$ cat config.mk
export PLATFORM = sky130hd
export DESIGN_NAME = dmem_arbiter
export DESIGN_NICKNAME = d
export VERILOG_FILES = /design/src/rtl/dmem_arbiter_pkg.sv /design/src/rtl/dmem_access_check.sv /design/src/rtl/dmem_arbiter.sv
export SDC_FILE = /design/constraint.sdc
export NUM_CORES = 1
export LEC_CHECK = 0
export CAP_MARGIN = 15
export CORE_ASPECT_RATIO = 1.5
export CORE_MARGIN = 1.5
export CORE_UTILIZATION = 44
export DETAILED_ROUTE_END_ITERATION = 10
export HOLD_SLACK_MARGIN = 0.12
export PLACE_DENSITY = 0.91
export REMOVE_ABC_BUFFERS = 1
export SYNTH_ARGS = -nofsm -noshare
export SYNTH_HDL_FRONTEND = slang
export SYNTH_SLANG_ARGS = --single-unit
$ cat constraint.sdc
create_clock -name clk -period 4.7 [get_ports clk]
set_input_delay 0.705 -clock clk [delete_from_list [all_inputs] [get_ports clk]]
set_output_delay 0.705 -clock clk [all_outputs]
set_load 0.05 [all_outputs]
$ cat src/rtl/dmem_arbiter_pkg.sv
// Shared definitions for the data-memory arbiter: funct3 width codes, FSM
// state encoding and the access-size helper.
package dmem_arbiter_pkg;

  localparam logic [2:0] F3_LB  = 3'b000;
  localparam logic [2:0] F3_LH  = 3'b001;
  localparam logic [2:0] F3_LW  = 3'b010;
  localparam logic [2:0] F3_LBU = 3'b100;
  localparam logic [2:0] F3_LHU = 3'b101;

  typedef enum logic [1:0] {
    ST_IDLE   = 2'd0,
    ST_ACCESS = 2'd1,
    ST_RESP   = 2'd2
  } state_t;

  // Number of bytes touched by an access of the given width code.
  function automatic logic [2:0] access_bytes(input logic [2:0] funct3);
    case (funct3)
      F3_LH, F3_LHU: return 3'd2;
      F3_LW:         return 3'd4;
      default:       return 3'd1;
    endcase
  endfunction

endpackage

$ cat src/rtl/dmem_access_check.sv
// Combinational legality check of a latched request: width code, store
// width, natural alignment and memory range (no address wrap).
module dmem_access_check
  import dmem_arbiter_pkg::*;
#(
  parameter int unsigned ADDR_W    = 32,
  parameter int unsigned MEM_BYTES = 4096
) (
  input  logic              we,
  input  logic [ADDR_W-1:0] addr,
  input  logic [2:0]        funct3,
  output logic              legal_c
);

  localparam int unsigned EXT_W = ADDR_W + 1;

  logic [EXT_W-1:0] last_byte;
  logic             f3_ok;
  logic             align_ok;
  logic             range_ok;

  always_comb begin
    f3_ok    = 1'b0;
    align_ok = 1'b1;
    case (funct3)
      F3_LB:  f3_ok = 1'b1;
      F3_LH: begin
        f3_ok    = 1'b1;
        align_ok = ~addr[0];
      end
      F3_LW: begin
        f3_ok    = 1'b1;
        align_ok = (addr[1:0] == 2'b00);
      end
      F3_LBU: f3_ok = ~we;
      F3_LHU: begin
        f3_ok    = ~we;
        align_ok = ~addr[0];
      end
      default: f3_ok = 1'b0;
    endcase

    // One extra bit keeps addresses near the top of the space from wrapping.
    last_byte = EXT_W'(addr) + EXT_W'(access_bytes(funct3)) - EXT_W'(1);
    range_ok  = (last_byte < EXT_W'(MEM_BYTES));
    legal_c   = f3_ok & align_ok & range_ok;
  end

endmodule

$ cat src/rtl/dmem_arbiter.sv
// Round-robin arbiter sharing one data-memory port between the core LSU
// (requester 0) and the debug/DMA loader (requester 1); one transaction in flight.
module dmem_arbiter
  import dmem_arbiter_pkg::*;
#(
  parameter int unsigned ADDR_W    = 32,
  parameter int unsigned MEM_BYTES = 4096
) (
  input  logic              clk,
  input  logic              rst,
  input  logic [1:0]        req_valid,
  output logic [1:0]        req_ready,
  input  logic [1:0]        req_we,
  input  logic [ADDR_W-1:0] req_addr0,
  input  logic [ADDR_W-1:0] req_addr1,
  input  logic [31:0]       req_wdata0,
  input  logic [31:0]       req_wdata1,
  input  logic [2:0]        req_funct3_0,
  input  logic [2:0]        req_funct3_1,
  output logic [1:0]        rsp_valid,
  output logic [31:0]       rsp_rdata,
  output logic              rsp_err,
  output logic              mem_read,
  output logic              mem_write,
  output logic [ADDR_W-1:0] mem_address,
  output logic [31:0]       mem_write_data,
  output logic [2:0]        mem_funct3,
  input  logic [31:0]       mem_read_data
);

  state_t            state;
  state_t            state_nxt;
  logic              last_grant;
  logic              grant_id;
  logic              accept;
  logic              legal_c;

  logic              lat_id;
  logic              lat_we;
  logic [ADDR_W-1:0] lat_addr;
  logic [31:0]       lat_wdata;
  logic [2:0]        lat_funct3;

  logic [31:0]       rsp_rdata_reg;
  logic              err_reg;

  dmem_access_check #(
    .ADDR_W   (ADDR_W),
    .MEM_BYTES(MEM_BYTES)
  ) u_check (
    .we     (lat_we),
    .addr   (lat_addr),
    .funct3 (lat_funct3),
    .legal_c(legal_c)
  );

  // On a tie the requester that did not win last time goes next.
  always_comb begin
    grant_id = 1'b0;
    if (req_valid == 2'b11) begin
      grant_id = ~last_grant;
    end else if (req_valid[1]) begin
      grant_id = 1'b1;
    end
  end

  always_ff @(posedge clk or posedge rst) begin
    if (rst) begin
      state <= ST_IDLE;
    end else begin
      state <= state_nxt;
    end
  end

  always_comb begin
    state_nxt = state;
    req_ready = 2'b00;
    rsp_valid = 2'b00;
    mem_read  = 1'b0;
    mem_write = 1'b0;
    accept    = 1'b0;
    case (state)
      ST_IDLE: begin
        if (!rst && (req_valid != 2'b00)) begin
          req_ready = grant_id ? 2'b10 : 2'b01;
          accept    = 1'b1;
          state_nxt = ST_ACCESS;
        end
      end
      ST_ACCESS: begin
        mem_read  = legal_c & ~lat_we;
        mem_write = legal_c & lat_we;
        state_nxt = ST_RESP;
      end
      ST_RESP: begin
        rsp_valid = lat_id ? 2'b10 : 2'b01;
        state_nxt = ST_IDLE;
      end
      default: state_nxt = ST_IDLE;
    endcase
  end

  // Request latch: inputs are only sampled at the handshake.
  always_ff @(posedge clk or posedge rst) begin
    if (rst) begin
      last_grant <= 1'b1;
      lat_id     <= 1'b0;
      lat_we     <= 1'b0;
      lat_addr   <= '0;
      lat_wdata  <= '0;
      lat_funct3 <= '0;
    end else if (accept) begin
      last_grant <= grant_id;
      lat_id     <= grant_id;
      lat_we     <= req_we[grant_id];
      lat_addr   <= grant_id ? req_addr1    : req_addr0;
      lat_wdata  <= grant_id ? req_wdata1   : req_wdata0;
      lat_funct3 <= grant_id ? req_funct3_1 : req_funct3_0;
    end
  end

  always_ff @(posedge clk or posedge rst) begin
    if (rst) begin
      rsp_rdata_reg <= '0;
      err_reg       <= 1'b0;
    end else if (state == ST_ACCESS) begin
      rsp_rdata_reg <= (legal_c && !lat_we) ? mem_read_data : 32'h0;
      err_reg       <= ~legal_c;
    end
  end

  assign rsp_rdata      = rsp_rdata_reg;
  assign rsp_err        = err_reg;
  assign mem_address    = lat_addr;
  assign mem_write_data = lat_wdata;
  assign mem_funct3     = lat_funct3;

endmodule
Word-level counts from Yosys, hierarchy flattened. Index checks and enable logic that the tools add are counted.

Register bits: 105. Input port bits: 172.

Add/sub/neg operators: 2. $lt $le $gt $ge: 2. Equal/unequal tests: 8. Multiplexer cells: 22. Bitwise logic cells: 8. Reductions and logical operators: 11.

Operator list (count): $mux 32 (3); $add 32x3->33 (1); $lt 33x13->1 const B (1); $sub 33x1->33 const B (1); $mux 2 (6); $mux 1 (8); $eq 3x3->1 const B (2); $pmux 3 s2 (1); $and 1x1->1 (4); $eq 2x2->1 const B (2); $logic_not 2->1 (2); $not 1->1 (4); $pmux 1 s2 (2); $pmux 2 s2 (1); $reduce_or 2->1 (2); $eq 3x1->1 const B (1); $eq 3x2->1 const B (1); $logic_not 3->1 (1); $mux 3 (1); $reduce_or 3->1 (1); $eq 2x1->1 const B (1); $logic_and 1x1->1 (2); $logic_not 1->1 (2); $lt 1x2->1 const B (1); 2 further kinds (2).

Logic depth before layout (Yosys ltp).
Word-level depth: 9. Gate-level depth with buffers: 14.

Hierarchy. Synthesis repeated with hierarchy kept, for this count alone.

Cell total of the unflattened synthesis: 636. Area total of the unflattened synthesis: 7115.6 um^2.

Modules (own cells, without submodules): dmem_arbiter (instances 1, cells each 340, area an instance 5176.2 um^2, seq. area each 2628.8 um^2); dmem_access_check (instances 1, cells each 296, area an instance 1939.4 um^2, seq. area each 0.0 um^2).

Worst setup path before layout. OpenSTA, ideal clock, no wires.

Kind: reg-to-output. Start: register lat_funct3[1] (netlist: mem_funct3[1]). End: output mem_read. Data arrival time: 4707 ps. Required time: 3995 ps. Setup slack: -712 ps. Stages on the path, launching flop included: 15. Path buffers: 1. Cell sequence: dfrtp_1 > or3b_1 > ha_1 > inv_1 > ha_1 > nor2b_1 > and4bb_2 > o21ai_2 > a211oi_1 > a21boi_0 > o311ai_0 > xnor2_1 > nand4_2 > buf_6 > nor3_1.

Word-level cells in the longest chain between the ends: 9. Elaborated cells on any way between the ends: 18. Classes of those cells: 2 x add/sub; 1 x order compare; 4 x eq/ne; 4 x mux; 3 x bitwise; 4 x reduce/logical.

RTL lines: start, declared (RTL line dmem_arbiter.sv:42) `logic [2:0] lat_funct3;`; start signal, assigned (RTL line dmem_arbiter.sv:118) `lat_funct3 <= grant_id ? req_funct3_1 : req_funct3_0;`; $eq 3x1->1 or $eq 3x3->1 (tied branches) (RTL line dmem_arbiter_pkg.sv:19, dmem_access_check.sv:25); $reduce_or 2->1 (no line); $pmux 3 s2 (RTL line dmem_arbiter_pkg.sv:19) `case (funct3)`; $add 32x3->33 (RTL line dmem_access_check.sv:44) `last_byte = EXT_W'(addr) + EXT_W'(access_bytes(funct3)) - EXT_W'(1);`; $sub 33x1->33 (RTL line dmem_access_check.sv:44); $lt 33x13->1 (RTL line dmem_access_check.sv:45) `range_ok = (last_byte < EXT_W'(MEM_BYTES));`; $and 1x1->1 (*) (RTL line dmem_access_check.sv:46) `legal_c = f3_ok & align_ok & range_ok;`; $and 1x1->1 (*) (RTL line dmem_arbiter.sv:91) `mem_read = legal_c & ~lat_we;`; $mux 1 (*) (RTL line dmem_arbiter.sv:82) `case (state)`; end, declared (RTL line dmem_arbiter.sv:23) `output logic mem_read,`.

Every way passes the cells marked *; elsewhere a longest branch is shown, timed or not.

Final worst setup path.
Start: register lat_funct3[0] (netlist: mem_funct3[0]). End: output mem_read.

Same word-level chain as after synthesis.

==> impl_metrics.toml <==
[outcome]
status = "complete, but fails checks"
violations = "negative setup slack"

[cells_and_area]
fin_area_um2 = 10300
antenna-diode-count = 0
final_common_cell = "clkdlybuf4s50_1"
drive_above_1_share = 0.1038
syn_to_final_growth_pct = 51.12
fillers = 1158
instances_no_fill = 1230
multi_input_area_um2 = 3846
fin_nets = 1230
mostFrequentLayoutCells = "275 x clkdlybuf4s50_1, 131 x nand2_1, 103 x dfrtp_1, 91 x o21ai_0, 75 x inv_1"
register_area_um2 = 2630

[worst_setup_path]
crit_path_start_kind = "register"
timing.critical_path.mode_cell = "ha_4"
cp_data_arrival_time_ps = 4010
critical_path.slowest_cell = "or3b_4"
critPathLaunch = "mem_funct3[0]"
cp_cell_sequence = "or3b_4 > ha_4 > inv_2 > ha_4 > and3b_1 > a311o_1 > a211oi_2 > nand2_1 > a311oi_2 > o2111ai_2 > nor4b_2 > nand4_4 > nor3_4 > buf_12"
critPathRequiredTime_ps = 3990
path_delay_family = "simple AND/OR/NAND/NOR gates"
max_stage_delay_ps = 420
crit_path_max_fanout = 3
timing.rr.start = "mem_funct3[0]"
reg2reg_slack_ps = 200
rr_worst_depth = 17
worstSetupPathType = "reg2out"
cp_num_buf_inv = 2
cp-end-kind = "output port"
reg2reg_to = "rsp_rdata[27]"

[clock_tree]
path_clk_slew_ps = 80
cts_made_buffers = 9
clock_sinks = 105
cts_tree = "yes"
clockRootBuffer = "clkbuf_16"
clockBufferDepth = 2
insertion_delay_ps = 350
htreeDepth = 3
ctsHoldBuffers = 0

[placement]
placed_area_um2 = 9789
post-place-ws_ps = -43.28
dp.cells = 1199
gp_congestion = 0.9559
io_buffers = 277
hpwl_mm = 16.85

[timing]
fin_skew_ps = 11.98
drv_slew = 0
hold_viol = 0
rsz0062_at_grt = "yes"
worstMarginPinSlew_ps = 862.0
tns_ps = -21.42
worst_slew_margin_rel = 0.4254
period_needed_ps = 4714
fin_ws_ps = -13.64
final-setup-viol-count = 2
fmax_ghz = 0.2122
fin_crit_sh = 1.003

[yosys]
synthCells = 752
syn_area_per_cell_um2 = 9.068
yosys_warnings = 0
synth_flop_cell = "dfrtp_1"
synth_seq_cells = 105
ys_seq_area_frac = 0.3855
synthArstFlopShare = 1.000
yosysUniqueCellTypes = 62
synth_area_um2 = 6819
synth-edff-count = 0

[global_routing]
grt_pass1_vias = 6832
grt_usage = 0.2649
grt_start_max_net_pins = 103
grt_pass1_wl_mm = 33.95
antenna_found_initial = 0
gr-total-overflow = 0

[hold_path]
whs_endpoint = "rsp_rdata[2]"
hold_path_class = "reg2reg"
hp-start = "rsp_rdata[2]"
min_path_cells = 2

[power]
power_leakage_uw = 0.004665
power_switching_share = 0.4782
clockPowerShare = 0.150
combPwrFrac = 0.602
vdd_drop_max_mv = 0.2235
pwr-share-seq = 0.248
p_switching_uw = 2308
intPower_uw = 2518
power_density_nw_per_um2 = 468.3

[floorplanning]
die_area_um2 = 16270
die_x_um = 104.6
core.rowCount = 55
io_pins = 278
initial_core_util = 0.4504
fp.dieH_um = 155.5
core-area_um2 = 15140

[detailed_routing]
post_drt_via_cell_ratio = 5.420
ant_nets = 0
drc = 0
dr.pass1.iters = 4
vias = 6666
drt_iter0_drc = 358
wl_mm = 22.16
wl_per_cell_um = 18.01

[flow_run]
drv_cap = 0
==> per-stage QoR <==
stage,utilization,hold WS [ps],total power (uW)
6_report,0.6807,480.5,4826
5_1_grt,0.6807,499.3,5104
4_1_cts,0.6762,481.8,4764
3_5_place_dp,0.6466,459.5,3929
3_3_place_gp,0.6466,459.7,3879
2_1_floorplan,-,465.4,3084
==> layout make-up <==
class / count / share of cell area
multi-input cells: 527 / 0.3732
repair buffers: 306 / 0.2921
flip-flops and latches: 105 / 0.2552
inverters: 77 / 0.02829
well taps: 199 / 0.02416
clock buffers: 10 / 0.02222
clock inverters: 6 / 0.004735
==> worst reg2reg max path: cells and delay by family (launching register included) <==
| kind | cells | cell delay [ps] |
|---|---|---|
| buffers and inverters | 5 | 780 |
| flip-flops | 1 | 400 |
| adder cells (fa/ha/maj) | 2 | 490 |
| AO/OA/AOI/OAI | 5 | 1360 |
| AND/OR/NAND/NOR | 5 | 1350 |
==> synthesized netlist by cell type, drive strengths merged (3+ instances only) <==
library cell | n | area [um^2]
nor3 | 8 | 51.30
clkbuf | 32 | 120.1
and2 | 3 | 18.77
nor2b | 3 | 18.77
nand2 | 131 | 491.7
a21oi | 34 | 170.2
a21boi | 3 | 22.52
a211oi | 7 | 57.55
nand3 | 5 | 25.02
o21ai | 92 | 464.2
mux2i | 69 | 690.7
nor2 | 22 | 82.58
ha | 32 | 400.4
nand2b | 5 | 31.28
inv | 77 | 289.0
a21o | 10 | 75.07
nand4 | 10 | 83.83
nor4 | 5 | 37.53
o211ai | 6 | 45.04
o41ai | 32 | 483.0
xnor2 | 12 | 112.6
buf | 11 | 75.07
dfrtp | 104 | 2603
==> what timing repair did <==
action / CTS / global route
hold endpoints to repair: 0 / 0
endpoints found under the setup margin: 2 / 2
setup buffers: 9 / 6
resized for setup: 16 / 5
pin swaps: 14 / 14
==> logic make-up (layout without fill, tap and decap cells) <==
| kind of cell | Yosys count | after routing | share of synthesized area |
|---|---|---|---|
| simple gates | 206 | 206 | 0.1424 |
| compound gates | 205 | 205 | 0.2204 |
| buf+inv | 120 | 399 | 0.07101 |
| flops | 105 | 105 | 0.3855 |
| mux | 70 | 70 | 0.1029 |
| fa+ha+maj | 32 | 32 | 0.05872 |
| xor+xnor | 14 | 14 | 0.01908 |
==> layer usage <==
metal  routed length [um]  up-vias  track usage  share of wire
met5                    0        -            0              0
met4                  968        0       0.1239          0.044
met3                 1108       63      0.05027          0.050
met2                12120      238       0.5050           0.55
met1                 7961     3173       0.2774           0.36
li1                     -     3192            -              -
==> worst max path at each step <==
stage	endpoint	depth (start not counted)
2_1_floorplan	req_ready[0]	2
5_1_grt	mem_read	16
3_3_place_gp	mem_read	15
6_report	mem_read	14
4_1_cts	mem_read	15
3_5_place_dp	mem_read	15
==> power by group through the flow <==
stage               Combinational, uW  Clock (uW)  Sequential [uW]
floorplan                        1350           0             1730
global placement                 2670           0             1210
detailed placement               2710           0             1210
CTS                              2830         734             1200
global route                     3110         768             1220
finish                           2900         725             1200
Power figures use the tool's default switching activity.
